`src/rtl/gcd_engine.sv`:
```
// gcd_engine: greatest common divisor of two unsigned operands by repeated
// compare / swap / subtract, one step per clock, with a start/done handshake,
// a saturating iteration counter and an optional equal-operand early exit.
//
// Handshake: `start` is a request that is only looked at while `busy` is low;
// the edge that sees start=1 in IDLE captures a_in/b_in and raises `busy`.
// Completion is a single-cycle `done` pulse; `result` is valid from that
// cycle and held until the next completion or reset. There is no
// back-pressure on `done`; the host must sample it in the pulse cycle.
module gcd_engine #(
    parameter int WIDTH    = 16,
    parameter int ITER_W   = 17,
    parameter int EARLY_EQ = 0
) (
    input  logic              clk,
    input  logic              reset,
    input  logic              start,
    input  logic [WIDTH-1:0]  a_in,
    input  logic [WIDTH-1:0]  b_in,
    output logic              busy,
    output logic              done,
    output logic [WIDTH-1:0]  result,
    output logic [ITER_W-1:0] iters,
    output logic              state_dbg
);

    localparam logic IDLE = 1'b0;
    localparam logic RUN  = 1'b1;

    localparam logic EARLY_EN = (EARLY_EQ != 0);

    logic             state;
    logic [WIDTH-1:0] x;
    logic [WIDTH-1:0] y;

    // busy is a straight decode of the state register, so no input reaches
    // any output within the same cycle.
    assign busy      = (state == RUN);
    assign state_dbg = state;

    // Controller and datapath: capture, swap/subtract steps, completion.
    always_ff @(posedge clk or negedge reset) begin
        if (!reset) begin
            state  <= IDLE;
            x      <= '0;
            y      <= '0;
            done   <= 1'b0;
            result <= '0;
            iters  <= '0;
        end else begin
            done <= 1'b0;
            case (state)
                IDLE: begin
                    if (start) begin
                        x     <= a_in;
                        y     <= b_in;
                        iters <= '0;
                        state <= RUN;
                    end
                end
                RUN: begin
                    // Every RUN edge counts, including the terminating one;
                    // the counter sticks at all-ones instead of wrapping.
                    if (iters != {ITER_W{1'b1}}) begin
                        iters <= iters + 1'b1;
                    end
                    if (y == '0) begin
                        result <= x;
                        done   <= 1'b1;
                        state  <= IDLE;
                    end else if (EARLY_EN && (x == y)) begin
                        result <= x;
                        done   <= 1'b1;
                        state  <= IDLE;
                    end else if (x < y) begin
                        x <= y;
                        y <= x;
                    end else begin
                        x <= x - y;
                    end
                end
                default: begin
                    state <= IDLE;
                end
            endcase
        end
    end

endmodule

```
`config.mk`:
```
export PLATFORM = sky130hd
export DESIGN_NAME = gcd_engine
export DESIGN_NICKNAME = d
export VERILOG_FILES = /design/src/rtl/gcd_engine.sv
export SDC_FILE = /design/constraint.sdc
export NUM_CORES = 1
export LEC_CHECK = 0
export CORE_MARGIN = 4
export CORE_UTILIZATION = 48
export DETAILED_ROUTE_END_ITERATION = 10
export MAX_ROUTING_LAYER = met4
export PLACE_DENSITY = 0.76
export SLEW_MARGIN = 5
export SYNTH_ARGS = -nofsm -noshare
export SYNTH_HDL_FRONTEND = slang
export SYNTH_SLANG_ARGS = --single-unit
```
`constraint.sdc`:
```
create_clock -name clk -period 2.6 [get_ports clk]
set_clock_uncertainty 0.15 [all_clocks]
set_input_delay 0.39 -clock clk [delete_from_list [all_inputs] [get_ports clk]]
set_output_delay 0.39 -clock clk [all_outputs]
set_load 0.005 [all_outputs]
```
==> Yosys cells after proc, flatten, opt, wreduce, memory -nomap -nowiden <==
Cells that the tools add are included.
Widths: inputs -> output; s select.
{ "totals": {"out_inout_bits": 36, "regBits": 67} }
{ "op_classes": {"order_cmp": 1, "bitwise": 1, "n_eq_ne": 5, "muxes": 16, "addsub": 2, "reduce_logical": 5} }
{ "op_table": {"columns": ["cell", "n"], "rows": [
  ["$mux 16", 6],
  ["$pmux 16 s2", 2],
  ["$mux 17", 2],
  ["$pmux 17 s2", 1],
  ["$add 17x1->17 const B", 1],
  ["$ne 17x17->1 const B", 1],
  ["$logic_not 16->1", 1],
  ["$lt 16x16->1", 1],
  ["$sub 16x16->16", 1],
  ["$reduce_and 2->1", 3],
  ["$mux 1", 4],
  ["$ne 2x1->1 const B", 2],
  ["$ne 2x2->1 const B", 2],
  ["$reduce_and 3->1", 1],
  ["$pmux 1 s2", 1],
  ["$not 1->1", 1]
]} }

==> Logic depth before layout (Yosys ltp) <==
Gate-level depths: netlist of the first run.
{ "depth": {"depth_word": 4, "ltp_mapped": 13, "mapped_depth_nobuf": 13} }

==> Worst setup path after synthesis of the first run <==
No wires, ideal clock.
{ "synth_timing": {"kind": "reg-to-reg", "start": "register iters[3]", "end": "register iters[5]", "period_less_slack_ns": 2.502, "setup_time_ns": 0.132, "path_buffers": 0, "path_slack_ns": 0.098, "required_time_ns": 2.318, "stages_incl_launch_ff": 14, "arrival_time_ns": 2.221, "cell_sequence": "dfrtp_1 and4_1 and2_4 nand3_4 nor2_4 nand3_1 nor2_1 ha_1 nor2b_1 o2111ai_1 inv_1 and3_1 xnor2_1 nor2_1"} }
{ "synth_between": {"elab_chain_cells": 3} }
{ "synth_lines": {"columns": ["element", "line_no", "rtl"], "rows": [
  ["from (decl)", "23", "output logic [ITER_W-1:0] iters,"],
  ["from (signal assigned)", "65", "iters <= iters + 1'b1;"],
  ["$add 17x1->17 or $ne 17x17->1 (tied branches)", "65, 64", null],
  ["$mux 17 or $ne 2x1->1 (tied branches)", null, null],
  ["$pmux 17 s2 or $reduce_and 2->1 (tied branches)", null, null]
]} }
Parallel ways exist; a longest one is shown, timed or not. The select of a mux whose other input is x is not followed.
A chain may end at the register's enable or synchronous reset.

==> Final worst setup path of the first run <==
{ "layout_timing": {"start": "register x[0]", "end": "register x[12]"} }
{ "layout_between": {"elab_chain_cells": 4} }
{ "layout_lines": {"columns": ["element", "line_no", "rtl"], "rows": [
  ["from (decl)", "33", "logic [WIDTH-1:0] x;"],
  ["from (signal assigned)", "55", "x <= a_in;"],
  ["from (signal assigned)", "76", "x <= y;"],
  ["from (signal assigned)", "79", "x <= x - y;"],
  ["$sub 16x16->16 or $lt 16x16->1 (tied branches)", "79, 75", null],
  ["$mux 16 *", "75", "end else if (x < y) begin"],
  ["$mux 16 *", "67", "if (y == '0) begin"],
  ["$pmux 16 s2 *", "52", "case (state)"]
]} }
Mark *: on every way between the ends. The rest lies on a longest branch, timed or not. The select of a mux whose other input is x is not followed.

==> results.md, run 1 <==
- The combinational cell fraction of total power is between 60 and 70%.
- The synthesized design spends more area on one cell type than any other, namely sky130_fd_sc_hd__dfrtp_1.
- The count of pins over their slew limit came to 0.
- The critical path in this run is classified as flop to flop.
- In this run the worst path has a maximum fanout of 3.
- The net switching power is approximately 3.3 mW.
- Setup repair after global routing could not meet its margin everywhere.
- The worst path in the final design needs a cycle of between 2 and 3 ns, including I/O delays and setup.
- The static leakage is between 2 and 2.5 nW.
- The worst path uses a little over nine tenths of the clock period.
- The share of total power dissipated in the clock network is between 10% and 20%.
- The width of the chip is between 100 and 150 microns.
- The critical path endpoint category is a flop.
- Yosys printed 0 warnings.
- The relative area change from synthesis to final layout is 32.6%.
- In the synthesized netlist, the cells that appear most often are sky130_fd_sc_hd__dfrtp_1 (67), sky130_fd_sc_hd__nand2_1 (67), sky130_fd_sc_hd__a21oi_1 (42).
- The placeable core region is 8300 sq um.
- Routability-driven placement finished with a final weighted congestion of 0.866.
- After clock tree synthesis, the clock-pin slew on the worst setup and hold paths is around 0.080 ns.
- The classification of the worst-slack hold path is flop to flop.
- After routing, the total negative slack on setup checks comes to 0 ns.
- The fraction of layout cells with a size suffix above 1 is ~15%.
- Counting the buffers created by CTS gives 9.
- The global router's overall resource usage is 24.3%.
- The average wire per cell in the routed design is around 17 microns.
- The gate count of the mapped netlist is 473.
- The tool flagged a number of max-cap violations equal to 0.
- At the end of the flow, the number of nets in the layout was around 630.
- When the netlist entered floorplanning its net count stood at ~530.
- The die boundary height is a little over 100 microns.
- For the worst setup path, the data arrival time is 2.63 ns.
- The critical path goes through inv_2 > ha_4 > fa_2 > nor2b_4 > o31a_1 > o21ai_2 > buf_4 > and2b_1 > and3b_1 > a221o_1 > o21ai_1.
- The clock drives 67 sinks.
- The number of remaining DRC errors is 0.
- The post-synthesis cell area is just over 4000 sq um.
- At the pin with the least slew margin, the transition time is about 0.61 ns.
- The number of enable flip-flop cells after synthesis is 0.
- For this block, the routed nets add up to 11.7 mm of wire.
- The count of input and output buffers is 70.
- The first routing iteration left roughly 220 violations.
- Pin placement for this block handled slightly above 70 I/O pins.
- VDD sags by at most just under 700 uV.
- The die covers approximately 10,000 sq um.
- The share of total power dissipated in sequential elements is between 20% and 30%.
- The number of distinct library cell variants in the gate-level netlist after synthesis is 59.
- The post-synthesis average cell area is slightly below 9 sq um.
- The library cell used as clock root buffer is sky130_fd_sc_hd__clkbuf_8.
- The number of optimization iterations in the first detailed-route pass is 5.
- The most used flip-flop cell after synthesis is sky130_fd_sc_hd__dfrtp_1.
- The sequential fraction of the synthesis area is roughly 40%.
- The final antenna diode count is 0.
- On the worst path, the slowest cell contributes a delay of 0.39 ns.
- The setup violation total in the final timing report is 0.
- The total grt overflow is 0.
- The HPWL after detailed placement is ~8.4 mm.
- The number of antenna violations at the first check in global routing was 0.
- In this run the tightest slew margin relative to its limit is 59.2%.
- The clock tree synthesis step divided the H-tree into 3 levels.
- By area the synthesized netlist is led by sky130_fd_sc_hd__dfrtp_1 (41%), sky130_fd_sc_hd__nand2_1 (6.1%), sky130_fd_sc_hd__ha_1 (5.5%).
- Derived from the worst setup path, the maximum achievable clock frequency is between 300 and 400 MHz.
- The top cell type by area accounts for roughly two fifths of the synthesized area.
- The data required time at the worst endpoint is about 2.7 ns.
- TritonCTS built the clock tree.
- The cell area after layout is approximately 5500 sq um.
- For this configuration, the core starts out at a cell density of approximately 50%.
- The number of fill cells in the layout is 680.
- The first global-routing pass estimated 19.2 mm of wire.
- The slowest stage of the critical path is the sky130_fd_sc_hd__dfrtp_1 cell.
- Net switching is between 40 and 50% of the power.
- The run finished with clean final reports.
- The number of standard-cell rows in the floorplan is 33.
- The number of vias after detailed routing is between 3,000 and 4,000.
- For this run, asynchronously set or reset flops after synthesis account for between 90% and 100%.
- In the routed layout, each cell is associated on average with a via count of about 5.8.
- The internal portion of total power is around 4.2 mW.
- The final hold violation count is 0.
- STA classifies the critical path startpoint as a flop.
- No sink is reached through more buffers than the 2 on the longest clock path.
- The via count of the first global-routing pass came to 3,893.
- The later pin in the worst-skew pair is clocked with a latency of 0.33 ns.
- The total cell area at the placement stage is between 5000 and 6000 sq um.
- The post-route antenna net violation count is 0.
- The power per cell area is between 1000 and 1500 nW/um^2.
- Entering global routing, the biggest net connects 45 pins.
- Counting flops and latches in the post-synthesis netlist gives 67.
## area by class of cell
type                    count  area (sq um)  share of cell area [%]
multi-input cells         363          2340                    42.8
flip-flops and latches     67          1680                    30.7
repair buffers            109          1020                    18.6
well taps                 105           131                    2.40
clock buffers              10           128                    2.33
clock inverters             6          90.1                    1.65
inverters                  22          82.6                    1.51
## layout by cell type, fill, tap and decap left out, types with 13 or more instances in the layout
cell,n
sky130_fd_sc_hd__nand2_1,67
sky130_fd_sc_hd__o22ai_1,26
sky130_fd_sc_hd__nor2_1,31
sky130_fd_sc_hd__nand3_1,13
sky130_fd_sc_hd__a21oi_1,42
sky130_fd_sc_hd__ha_1,15
sky130_fd_sc_hd__clkdlybuf4s50_1,69
sky130_fd_sc_hd__o21ai_0,21
sky130_fd_sc_hd__dfrtp_1,67
sky130_fd_sc_hd__buf_4,35
sky130_fd_sc_hd__inv_1,18
## power by group through the flow
stage | clock [mW] | sequential, mW | combinational, mW
floorplan | 0 | 1.69 | 3.05
global placement | 0 | 1.71 | 4.34
detailed placement | 0 | 1.72 | 4.39
CTS | 0.976 | 1.71 | 4.45
global route | 1.04 | 1.78 | 5.22
finish | 0.964 | 1.74 | 4.73
## per-layer routing
layer  vias up  global-route usage, %  share of wire (%)
li1       1897                      -                  -
met1      1917                   33.2                 45
met4         0                   8.50                1.8
met2       143                   37.4                 48
met3        24                   2.98                5.3
met5         -                      -                  0
## final timing paths
path,startpoint,to,slack [ns],depth (start not counted)
max in group asynchronous,reset,y[2]$_DFFE_PN0P_,1.19,3
min in group asynchronous,reset,result[6]$_DFFE_PN0P_,0.45,2
setup / recovery,x[0]$_DFFE_PN0P_,x[12]$_DFFE_PN0P_,0.06,11
hold / removal,result[3]$_DFFE_PN0P_,result[3]$_DFFE_PN0P_,0.32,2
hold reg to reg,result[3]$_DFFE_PN0P_,result[3]$_DFFE_PN0P_,0.32,2
setup reg to reg,x[0]$_DFFE_PN0P_,x[12]$_DFFE_PN0P_,0.06,11
## worst max-delay path, delay by kind of cell (launching register included)
kind / cells / cell delay, ns
AND/OR/NAND/NOR: 3 / 0.49
adder cells (fa/ha/maj): 2 / 0.55
flip-flops: 1 / 0.39
buffers and inverters: 2 / 0.22
AO/OA/AOI/OAI: 4 / 0.65
## flip-flops by register name, summed over array words and instances (netlist names)
name and flops:
x 16, result 16, y 16, iters 17, done 1, busy 1
## cell families (layout without fill, tap and decap cells)
logic type,count (synthesis),after routing,synth area share (%)
mux,1,1,0.243
simple gates,179,179,22.4
fa+ha+maj,19,19,5.95
flops,67,67,40.7
compound gates,142,143,21.3
xor+xnor,21,21,4.46
buf+inv,44,147,5.01
## per-stage QoR
| stage | worst slack [ns] | total power, mW | std cells | utilization [%] | hold WS [ns] |
|---|---|---|---|---|---|
| floorplan | 0.0976 | 4.74 | 473 | - | -0.0556 |
| global placement | 0.0790 | 6.05 | 658 | 61.4 | 0.286 |
| detailed placement | -0.00765 | 6.11 | 658 | 61.4 | 0.289 |
| CTS | 0.0209 | 7.13 | 675 | 64.2 | 0.321 |
| global route | -0.0584 | 8.04 | 682 | 65.9 | 0.362 |
| finish | 0.0643 | 7.43 | 682 | 65.9 | 0.317 |
## what timing repair did
item / 4_1_cts / 5_1_grt
endpoints found under the setup margin: 3 / 25
pin swaps: 0 / 13
endpoints found under the hold margin: 23 / 0
hold buffers: 1 / 0
buffers inserted: 0 / 6
gates cloned: 0 / 1
gates resized for setup: 3 / 20
Note: power is estimated with default switching activity, not from simulation.
==> run 2, diff against run 1 <==
- ABC_AREA: default -> 1
- CORE_UTILIZATION: 48 -> 49
- PLACE_DENSITY: 0.76 -> 0.77
==> run 2 against run 1 <==
  * Combinational power rose by 22%
  * Synthesized area rose by 8.8%
  * Sequential cell count unchanged
  * Final area grew 5.5%
  * Global-route usage decreased by 0.33 points
  * Via count rose by 12%
  * Final cell count grew 24%
  * Worst setup slack better by 0.097 ns
  * Core utilization shrank 0.40 points
  * Sequential power about the same
  * Total power rose by 15%
  * Wire length up 6.8%
==> results.md, run 2 <==
- The starting density of the core is 51.0% (was 49.7%).
- The sum of buffers and inverters on the critical path is 1 (was 2).
- The die boundary height was 104 microns (was 101 microns).
- The pin count of the biggest net entering global routing is 68 (was 45).
- The total grt overflow is 0 (unchanged).
- The number of antenna violations at the first check in global routing came to 0 (unchanged).
- The via count of the first global-routing pass was 4,354 (was 3,893).
- The share of flip-flops with an asynchronous set or reset was 100% (unchanged).
- The final routed wirelength across all metal layers is 12.5 mm (was 11.7 mm).
- The cell area after layout came to 5770 sq um (was 5470 sq um).
- The gate count of the mapped netlist is 634 (was 473).
- The final design utilization is 65.5% (was 65.9%).
- The count of input and output buffers came to 70 (unchanged).
- The number of flip-flops in the largest register is 17 (unchanged).
- The number of flip-flops and latches in the synthesized netlist was 67 (unchanged).
- The setup TNS after final layout came to 0 ns (unchanged).
- Commonest cells after routing, fill and taps aside: sky130_fd_sc_hd__nand2_1 (176), sky130_fd_sc_hd__inv_1 (100), sky130_fd_sc_hd__clkdlybuf4s50_1 (69) (was sky130_fd_sc_hd__clkdlybuf4s50_1 (69), sky130_fd_sc_hd__nand2_1 (67), sky130_fd_sc_hd__dfrtp_1 (67)).
- The post-synthesis average cell area is 7.08 sq um (was 8.72 sq um).
- The post-place setup slack came to -0.0256 ns (was -0.00765 ns).
- The max-cap check violation count came to 0 (unchanged).
- The post-synth net total is 688 (was 527).
- The worst-case headroom to the max-slew limit is 54.7% (was 59.2%).
- The static leakage is 3.00 nW (was 2.39 nW).
- The CTS buffer count is 9 (unchanged).
- The number of vias after detailed routing is 4,440 (was 3,981).
- The largest vdd supply drop is 723 uV (was 682 uV).
- The TritonCTS clock tree is yes (unchanged).
- The final HPWL from detailed placement came to 9.49 mm (was 8.42 mm).
- The worst hold slack is 0.338 ns (was 0.317 ns).
- The width of the chip is 104 microns (was 101 microns).
- The critical path endpoint category is a flop (unchanged).
- The data required time at the worst endpoint is 2.69 ns (was 2.70 ns).
- The fraction of synthesized cell area taken by the top area cell type is 37.4% (was 40.7%).
- The placeable core region was 8810 sq um (was 8300 sq um).
- The most numerous cell on the critical path is sky130_fd_sc_hd__nand2_2.
- The worst stage delay on the critical path is 0.38 ns (was 0.39 ns).
- The filler-free cell count of the finished design is 848 (was 682).
- The sequential fraction of the synthesis area is 37.4% (was 40.7%).
- The final critical-path share of the clock period is 93.8% (was 97.5%).
- The number of distinct library cell variants in the gate-level netlist after synthesis came to 34 (was 59).
- The post-synthesis cell area is 4490 sq um (was 4120 sq um).
- The arrival time of the worst setup path is 2.53 ns (was 2.63 ns).
- The wire length of the first global-routing pass is 20.6 mm (was 19.2 mm).
- The worst setup path category is flop to flop (unchanged).
- The number of cells after detailed placement is 827 (was 658).
- The number of vias per cell after detailed routing came to 5.24 (was 5.84).
- The number of fill cells in the layout is 781 (was 680).
- The number of remaining DRC errors is 0 (unchanged).
- The number of standard-cell rows in the floorplan is 34 (was 33).
- The most common cell after layout, fill and taps aside is sky130_fd_sc_hd__nand2_1 (was sky130_fd_sc_hd__clkdlybuf4s50_1).
- The post-route antenna net violation count is 0 (unchanged).
- The power consumption is 8.52 mW (was 7.43 mW).
- The largest fanout on the critical path was 5 (was 3).
- The leading register cell type out of synthesis is sky130_fd_sc_hd__dfrtp_1 (unchanged).
- The number of nets at the end of the flow is 789 (was 626).
- The routability-driven placement congestion ratio is 0.947 (was 0.866).
- Critical-path cell list: ha_2 > nand4_1 > or3_4 > nor3_2 > ha_1 > inv_1 > nand2_1 > nand2_2 > nand2_2 > nor2_2 > nand2_2 > nor2_2 > nand3b_1 > xor2_1 > nor2_1 (was inv_2 > ha_4 > fa_2 > nor2b_4 > o31a_1 > o21ai_2 > buf_4 > and2b_1 > and3b_1 > a221o_1 > o21ai_1).
- The startpoint type of the worst setup path is a flop (unchanged).
- The setup violation total in the final timing report is 0 (unchanged).
- The clock sink count is 67 (unchanged).
- The fraction of layout cells with a size suffix above 1 is 14.2% (was 15.3%).
- The maximum number of buffers from clock root to sink is 2 (unchanged).
- The highest-delay cell along the critical path is sky130_fd_sc_hd__dfrtp_1 (unchanged).
- The die area is 10,800 sq um (was 10,100 sq um).
- The number of enable flip-flop cells after synthesis is 0 (unchanged).
- The slew of the pin with the lowest slew margin is 0.679 ns (was 0.612 ns).
- The clock edge transition at the registers on the reported setup and hold paths is 0.08 ns (about the same).
- The power per cell area is 1480 nW/um^2 (was 1360 nW/um^2).
- The H-tree depth was 3 (unchanged).
- The final antenna diode count was 0 (unchanged).
- The I/O pin total is 71 (unchanged).
- The maximum clock rate is 410 MHz (was 394 MHz).
- Leading post-synthesis cells by cell area: sky130_fd_sc_hd__dfrtp_1 (37%), sky130_fd_sc_hd__nand2_1 (15%), sky130_fd_sc_hd__inv_1 (8.4%) (was sky130_fd_sc_hd__dfrtp_1 (41%), sky130_fd_sc_hd__nand2_1 (6.1%), sky130_fd_sc_hd__ha_1 (5.5%)).
- The smallest setup slack after layout came to 0.162 ns (was 0.0643 ns).
- The family of cells with the greatest summed delay on the critical path was simple AND/OR/NAND/NOR gates (was compound AO/OA/AOI/OAI gates).
- The clock insertion delay at the later pin of the skew report is 0.36 ns (was 0.33 ns).
- The average wire per cell in the routed design is 14.7 microns (was 17.1 microns).
- The final period demand of the worst path was 2.44 ns (was 2.54 ns).
- The relative area change from synthesis to final layout was 28.5% (was 32.6%).
- The count of pins over their slew limit is 0 (unchanged).
- The global router's overall resource usage was 24.0% (was 24.3%).
- Result of the run: finished clean (unchanged).
- The most flop-heavy register is iters (unchanged).
- The count of synthesis-stage warnings from yosys is 0 (unchanged).
- The number of optimization iterations in the first detailed-route pass was 4 (was 5).
- The final hold violation count is 0 (unchanged).
- The starting DRC count in detailed routing came to 232 (was 222).
- The total cell area at the placement stage was 5470 sq um (was 5090 sq um).
- In the post-synthesis netlist, the cell with the most instances is sky130_fd_sc_hd__nand2_1.
- The classification of the worst-slack hold path is flop to flop (unchanged).
- The library cell used as clock root buffer is sky130_fd_sc_hd__clkbuf_8 (unchanged).
- List of most frequent post-synthesis cells: sky130_fd_sc_hd__nand2_1 (178), sky130_fd_sc_hd__inv_1 (101), sky130_fd_sc_hd__dfrtp_1 (67) (was sky130_fd_sc_hd__dfrtp_1 (67), sky130_fd_sc_hd__nand2_1 (67), sky130_fd_sc_hd__a21oi_1 (42)).
- The most area-hungry cell type in the Yosys netlist is sky130_fd_sc_hd__dfrtp_1 (unchanged).
[run 2: kinds of logic (layout without fill, tap and decap cells)]
logic type                 Yosys count  after routing  share of synthesized area [%]
and+or+nand+nor                    309            309                           30.1
xor gates and xnor gates             9              9                           1.76
AOI/OAI and AO/OA                  105            106                           13.7
adders and majority gates           19             19                           5.47
DFF                                 67             67                           37.4
buffers and inverters              125            230                           11.6
[run 2: worst min-delay path: stages, from the launching register on]
cell and delay, ns:
sky130_fd_sc_hd__dfrtp_1 0.35, sky130_fd_sc_hd__nand2_1 0.05, sky130_fd_sc_hd__nand2_1 0.05
[run 2: final timing paths]
check	start	end	slack (ns)	cells after the start
min in group asynchronous	reset	iters[15]$_DFFE_PN0P_	0.41	3
hold reg to reg	result[15]$_DFFE_PN0P_	result[15]$_DFFE_PN0P_	0.34	2
max in group asynchronous	reset	x[13]$_DFFE_PN0P_	1.55	3
setup / recovery	iters[1]$_DFFE_PN0P_	iters[15]$_DFFE_PN0P_	0.16	15
setup reg to reg	iters[1]$_DFFE_PN0P_	iters[15]$_DFFE_PN0P_	0.16	15
hold / removal	result[15]$_DFFE_PN0P_	result[15]$_DFFE_PN0P_	0.34	2
[run 2: report_power, final]
group / total (mW) / switching [mW] / internal [mW]
logic: 5.77 / 3.41 / 2.37
registers: 1.74 / 0.282 / 1.45
clock network: 1.01 / 0.463 / 0.548
[run 2: cell type report]
class | instances | area [sq um] | area share, %
repair buffers | 109 | 1010 | 17.5
inverters | 105 | 394 | 6.83
well taps | 108 | 135 | 2.34
clock inverters | 7 | 101 | 1.76
clock buffers | 9 | 124 | 2.15
multi-input cells | 443 | 2330 | 40.4
flip-flops and latches | 67 | 1680 | 29.1
[run 2: routing by layer]
layer | GRT usage [%] | part of all wire, %
met5 | - | 0
met3 | 3.61 | 5.2
met1 | 28.8 | 42
met4 | 9.69 | 3.4
met2 | 40.6 | 49
[run 2: timing repair]
item	4_1_cts	5_1_grt
hold buffers	1	0
gates resized for setup	1	8
setup buffers	0	3
pin swaps	1	1
setup endpoints to repair	12	10
endpoints found under the hold margin	67	0
cloned	1	0
==> run 3, diff against run 2 <==
- CAP_MARGIN: default -> 25
- RECOVER_POWER: default -> 100
==> run 3 against run 2 <==
  * The run now ends with max-capacitance violations, max-slew violations left
  * Worst setup slack better by 0.014 ns
  * Critical path depth stayed put
  * Core utilization fell by 0.26 points
  * Combinational power decreased by 0.7%
  * Maximum frequency rose by 0.56%
  * First-iteration DRC count fell by 10%
  * Sequential cell count unchanged
  * Register-to-register slack about the same
  * Sequential power is essentially flat
  * Clock power about the same
  * Die area did not move
  * Sequential share of layout area is 0.11 points higher
==> results.md, run 3 (synthesized netlist as in run 2, its figures left out) <==
- Result of the run: complete, but fails checks (was finished clean).
- The final reports fail on max-capacitance violations, max-slew violations.
- The power consumption is 8.47 mW (was 8.52 mW).
- The final antenna diode count came to 0 (unchanged).
- The count of pins over their slew limit was 68 (was 0).
- The maximum clock rate is 412 MHz (was 410 MHz).
- The number of antenna violations at the first check in global routing is 0 (unchanged).
- The TritonCTS clock tree is yes (unchanged).
- The starting density of the core is 51.0% (unchanged).
- The global router's overall resource usage is 24.0% (unchanged).
- The library cell used as clock root buffer is sky130_fd_sc_hd__clkbuf_8 (unchanged).
- The register-to-register setup slack is 0.18 ns (was 0.16 ns).
- The net switching share of the total power is 48.9% (was 48.7%).
- The routed length on met2 is 6.10 mm (was 6.11 mm).
- The internal portion of total power came to 4.33 mW (was 4.37 mW).
- The CTS buffer count is 9 (unchanged).
- The final hold violation count is 0 (unchanged).
- The arrival time of the worst setup path is 2.51 ns (was 2.53 ns).
- The number of vias after detailed routing is 4,463 (was 4,440).
- The clock insertion delay at the later pin of the skew report is 0.36 ns (about the same).
- The pin count of the biggest net entering global routing is 68 (unchanged).
- The data required time at the worst endpoint was 2.69 ns (about the same).
- The post-route antenna net violation count was 0 (unchanged).
- The starting DRC count in detailed routing is 208 (was 232).
- The relative area change from synthesis to final layout came to 28.0% (was 28.5%).
- The slew of the pin with the lowest slew margin is 1.54 ns (was 0.679 ns).
- The final period demand of the worst path is 2.42 ns (was 2.44 ns).
- The most common cell after layout, fill and taps aside is sky130_fd_sc_hd__nand2_1 (unchanged).
- The final HPWL from detailed placement is 9.49 mm (unchanged).
- The width of the chip is 104 microns (unchanged).
- The number of remaining DRC errors came to 0 (unchanged).
- The startpoint type of the worst setup path was a flop (unchanged).
- The cell depth of the worst flop-to-flop path was 15 (unchanged).
- The fraction of power consumed by sequential logic is 20.4% (about the same).
- The most flop-heavy register is iters (unchanged).
- The net switching power is 4.14 mW (was 4.15 mW).
- The number of cells traversed by the worst hold path came to 2 (unchanged).
- The wire length of the first global-routing pass is 20.6 mm (unchanged).
- The via count of the first global-routing pass was 4,354 (unchanged).
- The die boundary height is 104 microns (unchanged).
- The maximum number of buffers from clock root to sink came to 2 (unchanged).
- The placeable core region came to 8810 sq um (unchanged).
- The routability-driven placement congestion ratio came to 0.947 (unchanged).
- The critical path endpoint category is a flop (unchanged).
- The max-cap check violation count is 1 (was 0).
- The detailed-route wire length on metal 1 is 5.24 mm (was 5.27 mm).
- The clock edge transition at the registers on the reported setup and hold paths is 0.08 ns (about the same).
- The fraction of layout cells with a size suffix above 1 is 14.1% (was 14.2%).
- The worst-case headroom to the max-slew limit came to -2.91% (was 54.7%).
- The number of vias per cell after detailed routing was 5.26 (was 5.24).
- The total grt overflow came to 0 (unchanged).
- The classification of the worst-slack hold path is flop to flop (unchanged).
- The worst hold slack is 0.335 ns (was 0.338 ns).
- The number of standard-cell rows in the floorplan came to 34 (unchanged).
- The I/O pin total is 71 (unchanged).
- The static leakage is 3.07 nW (was 3.00 nW).
- The setup violation total in the final timing report is 0 (unchanged).
- The count of input and output buffers is 70 (unchanged).
- The final routed wirelength across all metal layers is 12.4 mm (was 12.5 mm).
- The combinational cell fraction of total power came to 67.6% (was 67.8%).
- The number of flip-flops in the largest register is 17 (unchanged).
- The uppermost layer routed is met4 (unchanged).
- The worst setup path category was flop to flop (unchanged).
- The number of optimization iterations in the first detailed-route pass is 5 (was 4).
- The clock sink count was 67 (unchanged).
- The number of nets at the end of the flow came to 789 (unchanged).
- The final critical-path share of the clock period came to 93.3% (was 93.8%).
- The largest vdd supply drop is 724 uV (was 723 uV).
- The clock share of power came to 11.9% (about the same).
- The die area is 10,800 sq um (unchanged).
- The power per cell area came to 1470 nW/um^2 (was 1480 nW/um^2).
- The average wire per cell in the routed design was 14.7 microns (about the same).
- The largest fanout on the critical path came to 5 (unchanged).
- The met3 routed wirelength is 680 microns (was 647 microns).
- Commonest cells after routing, fill and taps aside: sky130_fd_sc_hd__nand2_1 (176), sky130_fd_sc_hd__inv_1 (100), sky130_fd_sc_hd__dfrtp_1 (67) (was sky130_fd_sc_hd__nand2_1 (176), sky130_fd_sc_hd__inv_1 (100), sky130_fd_sc_hd__clkdlybuf4s50_1 (69)).
- The H-tree depth was 3 (unchanged).
-- run 3: cell count changes in the layout (fill, tap and decap cells not counted) --
cell and delta:
sky130_fd_sc_hd__nand3_1 +1, sky130_fd_sc_hd__clkdlybuf4s50_1 -35, sky130_fd_sc_hd__buf_4 -1, sky130_fd_sc_hd__buf_2 +1, sky130_fd_sc_hd__dlygate4sd3_1 +35, sky130_fd_sc_hd__nand3_2 -1
sky130_fd_sc_hd__clkbuf_2 +1, sky130_fd_sc_hd__buf_12 -1
-- run 3: power groups by stage --
stage                     logic [mW]  clock network (mW)  registers [mW]
after floorplan                 4.06                   0            1.68
after global placement          5.48                   0            1.73
after detailed placement        5.61                   0            1.75
after CTS                       5.70                1.02            1.73
after global routing            6.42                1.07            1.78
final                           5.73                1.01            1.73
-- run 3: worst paths after layout --
path                                        from                     to
setup / recovery            iters[1]$_DFFE_PN0P_  iters[15]$_DFFE_PN0P_
hold / removal             result[9]$_DFFE_PN0P_  result[9]$_DFFE_PN0P_
setup reg to reg            iters[1]$_DFFE_PN0P_  iters[15]$_DFFE_PN0P_
hold reg to reg            result[9]$_DFFE_PN0P_  result[9]$_DFFE_PN0P_
max in group asynchronous                  reset      x[13]$_DFFE_PN0P_
min in group asynchronous                  reset  iters[15]$_DFFE_PN0P_
-- run 3: per-layer routing --
layer  up-vias  global-route usage (%)
met5         -                       -
met1      2071                    28.8
li1       2220                       -
met2       143                    40.6
met3        29                    3.61
met4         0                    9.69
-- run 3: area by class of cell --
cell class / instances / area [sq um]
clock inverter: 7 / 101
sequential: 67 / 1680
timing repair buffer: 109 / 990
tap: 108 / 135
multi-input combinational: 443 / 2320
clock buffer: 9 / 124
inverter: 105 / 394
fill: 784 / 3060
-- run 3: repair_timing --
item,4_1_cts,5_1_grt
pin swaps,1,1
resized for setup,1,8
setup endpoints to repair,12,10
hold buffers,1,0
gates cloned,1,0
setup buffers,0,3
hold endpoints to repair,67,0
-- run 3: metrics by stage --
stage	cells	setup TNS (ns)	utilization, %	instance area [sq um]	worst slack (ns)
2_1_floorplan	634	0	-	4490	0.250
3_3_place_gp	827	0	62.1	5470	0.0645
3_5_place_dp	827	-0.0743	62.1	5470	-0.0256
4_1_cts	845	0	64.9	5720	0.00524
5_1_grt	848	-0.174	65.2	5740	-0.0612
6_report	848	0	65.2	5740	0.175
-- run 3: critical path: stages (launching register included) --
cell and delay, ns:
sky130_fd_sc_hd__dfrtp_1 0.38, sky130_fd_sc_hd__ha_2 0.19, sky130_fd_sc_hd__nand4_1 0.09, sky130_fd_sc_hd__or3_4 0.38, sky130_fd_sc_hd__nor3_2 0.12, sky130_fd_sc_hd__ha_1 0.16
sky130_fd_sc_hd__inv_1 0.06, sky130_fd_sc_hd__nand2_1 0.09, sky130_fd_sc_hd__nand2_2 0.10, sky130_fd_sc_hd__nand2_2 0.09, sky130_fd_sc_hd__nor2_2 0.05, sky130_fd_sc_hd__nand2_2 0.10
sky130_fd_sc_hd__nor2_2 0.06, sky130_fd_sc_hd__nand3b_1 0.09, sky130_fd_sc_hd__xor2_1 0.15, sky130_fd_sc_hd__nor2_1 0.06
